==> config.mk <==
export PLATFORM = sky130hd
export DESIGN_NAME = nn_argmax_stage
export DESIGN_NICKNAME = d
export VERILOG_FILES = /design/src/rtl/nn_pkg.sv /design/src/rtl/nn_argmax_stage.sv
export SDC_FILE = /design/constraint.sdc
export NUM_CORES = 1
export LEC_CHECK = 0
export ABC_AREA = 1
export CORE_ASPECT_RATIO = 1.4
export CORE_MARGIN = 5
export CORE_UTILIZATION = 40
export CTS_BUF_LIST = sky130_fd_sc_hd__clkbuf_4 sky130_fd_sc_hd__clkbuf_8
export DETAILED_ROUTE_END_ITERATION = 10
export HOLD_SLACK_MARGIN = 0.05
export PLACE_DENSITY = 0.69
export SLEW_MARGIN = 20
export SYNTH_ARGS = -nofsm -noshare
export SYNTH_HDL_FRONTEND = slang
export SYNTH_SLANG_ARGS = --single-unit
==> constraint.sdc <==
create_clock -name clk -period 2.7 [get_ports clk]
set_clock_uncertainty 0.1 [all_clocks]
set_input_delay 0.54 -clock clk [delete_from_list [all_inputs] [get_ports clk]]
set_output_delay 0.54 -clock clk [all_outputs]
set_load 0.05 [all_outputs]
==> src/rtl/nn_pkg.sv <==
`default_nettype none
// +----------------------------------------------------------------------+
// | nn_pkg                                                               |
// | Shared types and helpers for the classifier tail stages.             |
// | Revision: 1.0                                                        |
// +----------------------------------------------------------------------+
package nn_pkg;

  localparam int NN_T_DEFAULT = 16;

  typedef enum logic [0:0] {
    ACCUM = 1'b0,
    HOLD  = 1'b1
  } nn_argmax_state_t;

  // Clamped at 1 so a degenerate M never yields a zero-width index.
  function automatic int NN_IDX_W(input int m);
    return (m > 1) ? $clog2(m) : 1;
  endfunction

endpackage
`default_nettype wire

==> src/rtl/nn_argmax_stage.sv <==
`default_nettype none
// +----------------------------------------------------------------------+
// | nn_argmax_stage                                                      |
// | Streaming argmax over M signed activations per vector; emits the    |
// | index and value of the maximum. Option: NN_ARGMAX_OVERLAP_EN.        |
// | Revision: 1.0                                                        |
// +----------------------------------------------------------------------+
module nn_argmax_stage
  import nn_pkg::*;
#(
  parameter  int M  = 8,
  parameter  int T  = NN_T_DEFAULT,
  localparam int IW = NN_IDX_W(M)
) (
  input  logic          clk,
  input  logic          reset,
  input  logic          s_valid,
  output logic          s_ready,
  input  logic [T-1:0]  data_in,
  output logic          m_valid,
  input  logic          m_ready,
  output logic [IW-1:0] m_index,
  output logic [T-1:0]  m_value
);

  localparam logic [IW-1:0] c_last = IW'(M - 1);

  nn_argmax_state_t r_state;
  nn_argmax_state_t w_state_nxt;

  logic [IW-1:0] r_cnt;
  logic [IW-1:0] r_idx;
  logic [T-1:0]  r_max;

  logic          w_accept;
  logic          w_last;
  logic          w_first;
  logic          w_gt;
  logic [T-1:0]  w_max_nxt;
  logic [IW-1:0] w_idx_nxt;

`ifdef NN_ARGMAX_OVERLAP_EN
  logic [IW-1:0] r_res_idx;
  logic [T-1:0]  r_res_val;
`endif

  // Strict greater-than keeps the earliest index on ties.
  assign w_first   = (r_cnt == '0);
  assign w_gt      = $signed(data_in) > $signed(r_max);
  assign w_max_nxt = (w_first || w_gt) ? data_in : r_max;
  assign w_idx_nxt = w_first ? '0 : (w_gt ? r_cnt : r_idx);

  assign w_accept  = s_valid && s_ready;
  assign w_last    = w_accept && (r_cnt == c_last);
  assign m_valid   = (r_state == HOLD);

`ifdef NN_ARGMAX_OVERLAP_EN
  // Only the closing beat of the next vector has to wait for the result slot.
  assign s_ready = reset && !(m_valid && (r_cnt == c_last));
  assign m_index = r_res_idx;
  assign m_value = r_res_val;

  always_ff @(posedge clk or negedge reset) begin
    if (!reset) begin
      r_res_idx <= '0;
      r_res_val <= '0;
    end else if (w_last) begin
      r_res_idx <= w_idx_nxt;
      r_res_val <= w_max_nxt;
    end
  end
`else
  // The accumulator doubles as the result register since no beat lands in HOLD.
  assign s_ready = reset && (r_state == ACCUM);
  assign m_index = r_idx;
  assign m_value = r_max;
`endif

  always_ff @(posedge clk or negedge reset) begin
    if (!reset) begin
      r_state <= ACCUM;
      r_cnt   <= '0;
      r_idx   <= '0;
      r_max   <= '0;
    end else begin
      r_state <= w_state_nxt;
      if (w_accept) begin
        r_max <= w_max_nxt;
        r_idx <= w_idx_nxt;
        r_cnt <= (r_cnt == c_last) ? '0 : r_cnt + 1'b1;
      end
    end
  end

  always_comb begin
    w_state_nxt = r_state;
    case (r_state)
      ACCUM:   if (w_last) w_state_nxt = HOLD;
      HOLD:    if (m_ready && !w_last) w_state_nxt = ACCUM;
      default: w_state_nxt = ACCUM;
    endcase
  end

endmodule
`default_nettype wire
==> results of run 1 <==
## routing by layer
metal | share of wire | routed length, µm | vias up | GRT usage
li1 | - | - | 664 | -
met1 | 0.44 | 1400 | 593 | 0.175
met2 | 0.50 | 1610 | 26 | 0.254
met3 | 0.049 | 158 | 2 | 0.0223
met4 | 0.0078 | 25 | 0 | 0.0390
met5 | 0 | 0 | - | 0
## power breakdown
part	internal [W]	switching [W]
clock network	0.000115	0.000112
logic	0.000511	0.000963
registers	0.000496	0.000108
## layout by cell type (no fill, tap or decap), types with 2 or more instances in the layout
master,netlist,routed
nand2_1,61,61
clkdlybuf4s50_1,0,39
inv_1,27,27
dfrtp_1,23,23
nand3_1,22,22
ha_1,19,19
a21oi_1,8,8
nor2_1,5,5
o21ai_0,4,4
buf_4,2,4
clkbuf_8,0,3
nand4_1,2,2
nand2_2,2,2
## worst max-delay path by stage
stage	from	endpoint	slack [ns]	cells past startpoint
after floorplan	m_valid	m_value[0]	0.46	7
after global placement	data_in[15]	m_value[3]	0.02	12
after detailed placement	data_in[15]	m_value[3]	-0.03	12
after CTS	data_in[15]	m_value[3]	0.25	13
after global routing	data_in[15]	m_value[0]	0.02	13
final	data_in[15]	m_value[13]	0.26	12
## through the flow
step,cells,instance area [µm²]
after floorplan,183,1450
after global placement,264,1880
after detailed placement,264,1880
after global routing,268,1930
final,268,1930
after CTS,268,1930
## worst max-delay path: stages
cell,delay [ns]
clkdlybuf4s50_1,0.42
ha_1,0.34
a21oi_1,0.16
o21ai_0,0.10
a21oi_1,0.19
nand3_1,0.10
nand2_1,0.07
nand2_1,0.06
nand2_2,0.08
nand2_2,0.24
nand2_1,0.13
nand2_1,0.06
## cells by family (layout without fill, tap and decap cells)
| group | after synthesis | after routing | share of synthesized area |
|---|---|---|---|
| AOI/OAI and AO/OA | 14 | 14 | 0.0510 |
| adders and majority gates | 19 | 19 | 0.164 |
| buffers and inverters | 33 | 76 | 0.112 |
| DFF | 23 | 23 | 0.398 |
| and+or+nand+nor | 94 | 94 | 0.275 |
## registers in the layout, indices dropped and copies added (netlist names)
signal,count
m_index,3
m_valid,1
m_value,16
r_cnt,3
## cell type report
class / count / area share
Inverter: 28 / 0.0544
Multi-Input combinational cell: 127 / 0.367
Sequential cell: 23 / 0.298
Tap cell: 42 / 0.0272
Timing Repair Buffer: 44 / 0.228
Clock buffer: 4 / 0.0253
==> results.toml, run 1 <==
[detailed_routing]
drt-pass1-iter-count = 4
vias = 1285
drc_errors = 0
wl_per_cell_um = 11.9
wirelength_um = 3200
dr.first_iter.drc_count = 36
ant_nets = 0
drt-vias-per-instance = 4.79

[placed_design]
place_congestion = 0.722
place_ws_ns = -0.0325
place_hpwl_um = 2420
port_buffers = 40

[sta]
hold_viol = 0
tightest_slew_ns = 0.515
finalSetupViolCount = 0
timing.hold.ws_ns = 0.382
grt_setup_unrepaired = "no"
drv_slew = 0
final.setup.tns_ns = 0
fmax_mhz = 409
slew_headroom = 0.655
post-route-worst-setup-slack_ns = 0.255
fin_crit_ns = 2.44
finalCritPeriodShare = 0.905

[die]
fp.coreArea_um2 = 3580
die_h_um = 81.2
die_x_um = 60.8
io_pins = 41
dieArea_um2 = 4940
rows = 26
initial_utilization = 0.405

[global_routing]
grt_pass1_wl_um = 5430
grt_usage = 0.143
grt_pass1_vias = 1272
grt_max_degree = 24
grt_overflow = 0
grt_antenna_before_repair = 0

[yosys]
ys.flop_type = "dfrtp_1"
synth_edf_count = 0
ys.warnings.count = 0
synth_area_um2 = 1450
ys_ff_latch = 23
synth_top_area_cell = "dfrtp_1"
synthArstFlopShare = 1.00
synthDistinctLibCells = 18
synthCells = 183
syn_area_per_cell_um2 = 7.91
ys_top_cells_by_area = "dfrtp_1 40%, ha_1 16%, nand2_1 16%"
syn-num-nets = 222
ys_top_cells_by_count = "61 x nand2_1, 27 x inv_1, 23 x dfrtp_1, 22 x nand3_1, 19 x ha_1"
synth.top_cell.area_share = 0.398
ys_seq_area_frac = 0.398
synth.most_common_cell = "nand2_1"

[hold_path]
hold_start = "m_index[1]"
hold-path-endpoint = "m_index[1]"
holdPathStages = 2
hp-class = "flop to flop"

[setup_path]
crit_arrival_ns = 2.50
required_ns = 2.75
criticalPathCategory = "primary input to flop"
r2r_start = "m_value[15]"
endpoint_kind = "flop"
reg2regPathDepth = 12
crit_path_start_kind = "primary input"
r2r-end = "m_value[13]"
rrSetupSlack_ns = 0.55
worst-path-max-fanout = 19

[clocking]
cts_tree = "built"
cts-root-buf = "clkbuf_8"
postCtsSetupRepairBufs = 0
insertion_delay_ns = 0.26
ctsResizeCount = 0
cts.sinks = 23
cts_buffers = 3
htree_levels = 1
clk_pin_slew_ns = 0.08
clockBufferDepth = 2
hold_buffers = 0

[layout]
fillCellCount = 357
area_growth_pct = 33.4
fin_nets = 266
drive_gt1_frac = 0.0531
diodes = 0
multiInputGateArea_um2 = 709
final_core_util = 0.540
seq_area_um2 = 576

[power_and_ir_drop]
p_leak_nw = 1.00
p_total_w = 0.00231
power_density_nw_per_um2 = 1190
ir_drop_mv = 0.702

[run_status]
outcome = "complete, no violations"

[job]
maxCapViolCount = 0
No activity file was read; power rests on OpenSTA's default activity.
==> run 2: changes to the inputs <==
--- a/config.mk
+++ b/config.mk
@@ -14,4 +14,5 @@
 export HOLD_SLACK_MARGIN = 0.05
 export PLACE_DENSITY = 0.69
+export SETUP_SLACK_MARGIN = 0.1
 export SLEW_MARGIN = 20
 export SYNTH_ARGS = -nofsm -noshare
==> constraint.sdc (replaced) <==
create_clock -name clk -period 2.7 [get_ports clk]
set_clock_uncertainty 0.1 [all_clocks]
set_input_delay 0.405 -clock clk [delete_from_list [all_inputs] [get_ports clk]]
set_output_delay 0.405 -clock clk [all_outputs]
set_load 0.05 [all_outputs]
==> run 2 against run 1 <==
  * Total power decreased by 0.85%
  * Critical endpoint is now m_value[9]
  * Sequential power about the same
  * Worst setup slack improved by 0.17 ns
  * Largest power group unchanged
  * Combinational power about the same
  * Flip-flop and latch count unchanged
  * Largest cell class unchanged
==> results.toml, run 2 (synthesized netlist as in run 1, its figures left out) <==
[run_status]
outcome = "complete, no violations"

[sta]
finalCritPeriodShare = 0.843
final.setup.tns_ns = 0
fin_crit_ns = 2.28
fmax_mhz = 439
drv_slew = 0
hold_viol = 0
slew_headroom = 0.656
grt_setup_unrepaired = "no"
finalSetupViolCount = 0
timing.hold.ws_ns = 0.374
tightest_slew_ns = 0.514

[clocking]
cts_buffers = 3
cts.sinks = 23
cts-root-buf = "clkbuf_8"
cts_tree = "built"
ctsResizeCount = 0
clockBufferDepth = 2
hold_buffers = 0
clk_pin_slew_ns = 0.08
htree_levels = 1
insertion_delay_ns = 0.27
postCtsSetupRepairBufs = 0

[detailed_routing]
drt-vias-per-instance = 4.80
vias = 1281
ant_nets = 0
wirelength_um = 3060
dr.first_iter.drc_count = 43
drc_errors = 0
wl_per_cell_um = 11.5
drt-pass1-iter-count = 6

[die]
initial_utilization = 0.405
fp.coreArea_um2 = 3580
die_x_um = 60.8
rows = 26
dieArea_um2 = 4940
io_pins = 41
die_h_um = 81.2

[global_routing]
grt_pass1_vias = 1306
grt_overflow = 0
grt_max_degree = 24
grt_antenna_before_repair = 0
met3_usage = 0.0238
globalRouteMet2Util = 0.252
grt_pass1_wl_um = 5460
grtUsageMet1 = 0.173
grt.busiest_layer = "met2"
grt_usage = 0.144

[power_and_ir_drop]
p_total_w = 0.00229
power_density_nw_per_um2 = 1180
ir_drop_mv = 0.680
p_leak_nw = 1.00

[layout]
diodes = 0
final_common_cell = "nand2_1"
final_area_um2 = 1930
seq_area_um2 = 576
drive_gt1_frac = 0.0489
multiInputGateArea_um2 = 714
fillCellCount = 360
most-common-layout-cells = "61 x nand2_1, 39 x clkdlybuf4s50_1, 27 x inv_1"
largest_reg_flops = 16
fin_nets = 265
area_growth_pct = 33.3

[placed_design]
placed_cell_area_um2 = 1880
port_buffers = 40
place_congestion = 0.760
place_hpwl_um = 2360

[hold_path]
hp-class = "flop to flop"

[setup_path]
criticalPathCategory = "primary input to flop"
crit_path_start_kind = "primary input"
crit_arrival_ns = 2.33
worstPathCellList = "clkdlybuf4s50_1, ha_1, a21oi_1, o21ai_0, a21oi_1, nand2_1, nand2_1, nand2_1, nand2_1, nand2_2, buf_4, nand3_1, nand2_1"
critPathSlowestCell = "clkdlybuf4s50_1"
crit_top_cell = "nand2_1"
endpoint_kind = "flop"
required_ns = 2.76
max_stage_delay_ns = 0.44
worst-path-max-fanout = 14

[job]
maxCapViolCount = 0
==> run 2: cell types whose count changed in the layout (fill, tap and decap cells not counted) <==
cell	previous run	this run
nand2_2	2	1
buf_4	4	3
nand2_4	0	1
==> run 2: metrics by stage <==
step / worst slack, ns / instances / utilization
3_5_place_dp: 0.0348 / 263 / 0.524
4_1_cts: 0.314 / 267 / 0.538
6_report: 0.424 / 267 / 0.539
2_1_floorplan: 0.458 / 183 / -
3_3_place_gp: 0.0886 / 263 / 0.524
5_1_grt: 0.201 / 267 / 0.539
==> run 2: critical path, delay by kind of cell <==
family                     cells  cell delay [ns]
buffers and inverters          2             0.66
and+or+nand+nor                7             0.48
adders and majority gates      1             0.35
AOI/OAI and AO/OA              3             0.43
==> run 2: final timing paths <==
| check | from | to | slack, ns | cells after the start |
|---|---|---|---|---|
| max in group asynchronous | reset | m_index[1] | 1.85 | 2 |
| worst min-delay path | m_index[2] | m_index[2] | 0.37 | 2 |
| worst max-delay path | data_in[15] | m_value[9] | 0.42 | 13 |
| worst max register to register | m_value[15] | m_value[9] | 0.61 | 13 |
| worst min register to register | m_index[2] | m_index[2] | 0.37 | 2 |
| min in group asynchronous | reset | m_value[0] | 0.42 | 2 |
==> run 2: power breakdown <==
group | total [W] | internal [W] | switching, W
clock network | 0.000227 | 0.000115 | 0.000112
registers | 0.000605 | 0.000497 | 0.000108
logic | 0.00145 | 0.000498 | 0.000956
==> run 2: layout make-up <==
class | count | share of cell area
Multi-Input combinational cell | 127 | 0.370
Timing Repair Buffer | 43 | 0.224
Sequential cell | 23 | 0.298
Inverter | 28 | 0.0545
Tap cell | 42 | 0.0272
Clock buffer | 4 | 0.0253
==> run 2: layer usage <==
layer / vias up / routed length (µm) / part of all wire
met5: - / 0 / 0
met4: 0 / 65 / 0.021
met3: 6 / 150 / 0.049
met2: 30 / 1480 / 0.48
met1: 583 / 1370 / 0.45
li1: 662 / - / -
==> run 3: changes to the inputs <==
- clock period: 2.7 -> 2.4 ns (I/O delays scaled with it)
==> run 3 against run 2 <==
  * Worst setup slack worse by 0.16 ns
  * Largest power group unchanged
  * Critical path depth is the same
  * Flip-flop and latch count did not move
  * Routed wire length up 3.8%
==> results.toml, run 3 (synthesized netlist as in run 1, its figures left out) <==
[job]
maxCapViolCount = 0

[power_and_ir_drop]
power_density_nw_per_um2 = 1350
clockPowerShare = 0.097
seqPwrFrac = 0.260
p_leak_nw = 1.01
ir_drop_mv = 0.716
switchingPower_w = 0.00134
p_comb_frac = 0.643
intPower_w = 0.00128
p_sw_frac = 0.510

[die]
io_pins = 41
rows = 26
die_x_um = 60.8
dieArea_um2 = 4940
die_h_um = 81.2
fp.coreArea_um2 = 3580
initial_utilization = 0.405

[setup_path]
criticalPathCategory = "primary input to flop"
worstPathCellList = "clkdlybuf4s50_1, ha_1, a21oi_1, o21ai_0, a21oi_1, nand2_1, nand2_1, nand2_1, nand2_1, nand2_2, buf_6, nand3_1, nand2_1"
critPathSlowestCell = "clkdlybuf4s50_1"
crit_path_start_kind = "primary input"
required_ns = 2.45
crit_arrival_ns = 2.20
max_stage_delay_ns = 0.43
crit_top_cell = "nand2_1"
worst-path-max-fanout = 15
critPathTopFamily = "buffers and inverters"
path_buf_inv = 2
endpoint_kind = "flop"

[clocking]
cts_buffers = 3
clk_pin_slew_ns = 0.08
cts_tree = "built"
insertion_delay_ns = 0.26
cts-root-buf = "clkbuf_8"
clockBufferDepth = 2
htree_levels = 1
cts.sinks = 23

[sta]
tightest_slew_ns = 0.507
hold_viol = 0
finalSetupViolCount = 0
slew_headroom = 0.661
grt_setup_unrepaired = "no"
post-route-worst-setup-slack_ns = 0.260
finalCritPeriodShare = 0.892
fmax_mhz = 467
drv_slew = 0
fin_crit_ns = 2.14

[detailed_routing]
drt-pass1-iter-count = 3
wl_met3_um = 171
ant_nets = 0
highest-signal-layer = "met4"
dr.first_iter.drc_count = 36
wl_met1_um = 1370
wl_per_cell_um = 11.8
drc_errors = 0
wirelength_um = 3180
drt-vias-per-instance = 4.76
vias = 1281
wl_met2_um = 1600

[layout]
final_common_cell = "nand2_1"
fin_cells = 269
drive_gt1_frac = 0.0573
most-common-layout-cells = "61 x nand2_1, 39 x clkdlybuf4s50_1, 27 x inv_1"
fin_nets = 267
area_growth_pct = 34.6
diodes = 0
largest_reg_flops = 16

[global_routing]
grt_usage = 0.138
grt_max_degree = 24
grt_overflow = 0
grt_pass1_wl_um = 5310
grt_antenna_before_repair = 0
grt_pass1_vias = 1263

[placed_design]
port_buffers = 40
place_ws_ns = -0.132
placed_cells = 265
place_hpwl_um = 2410
place_congestion = 0.765

[run_status]
outcome = "complete, no violations"

[hold_path]
hp-class = "flop to flop"
==> run 3: tightest hold or removal path, delay by kind of cell (launching register included) <==
kind	cells	cell delay [ns]
flip-flops	1	0.35
AND/OR/NAND/NOR	2	0.09
==> run 3: path summary, 6_finish.rpt <==
kind,start,endpoint,slack (ns),cells after the start
max,data_in[15],m_value[11],0.26,13
min,m_index[1],m_index[1],0.38,2
max reg2reg,m_value[15],m_value[11],0.40,13
min reg2reg,m_index[1],m_index[1],0.38,2
max in group asynchronous,reset,r_cnt[1],1.58,2
min in group asynchronous,reset,m_valid,0.39,2
==> run 3: power by group through the flow <==
stage	registers [W]	logic, W	clock network (W)
after floorplan	0.00119	0.000716	0
after global placement	0.000692	0.00166	0
after detailed placement	0.000691	0.00168	0
after CTS	0.000686	0.00169	0.000265
after global routing	0.000709	0.00185	0.000279
final	0.000683	0.00169	0.000253
==> run 3: per-layer routing <==
layer | track usage | up-vias
met5 | 0 | -
met4 | 0.0390 | 0
met3 | 0.0254 | 5
met2 | 0.251 | 27
met1 | 0.162 | 578
li1 | - | 671
==> run 3: cell type report <==
class                      instances  area [µm²]
inverter                          28         105
sequential                        23         576
clock buffer                       4        48.8
fill                             337        1630
timing repair buffer              45         452
multi-input combinational        127         714
tap                               42        52.6
==> run 3: metrics by stage <==
step                utilization  hold slack [ns]  power, W  cell area [µm²]  setup TNS, ns
CTS                       0.542            0.388   0.00264             1940              0
detailed placement        0.528            0.361   0.00237             1890          -2.21
floorplan                     -          -0.0356   0.00190             1450              0
finish                    0.544            0.381   0.00262             1950              0
global route              0.544            0.414   0.00284             1950              0
global placement          0.528            0.362   0.00235             1890          -1.62
==> run 3: timing repair <==
| action | 4_1_cts | 5_1_grt |
|---|---|---|
| endpoints found under the setup margin | 0 | 19 |
| buffers inserted | 0 | 0 |
| hold buffers | 0 | 0 |
| gates resized for setup | 0 | 2 |
| hold endpoints to repair | 0 | 0 |
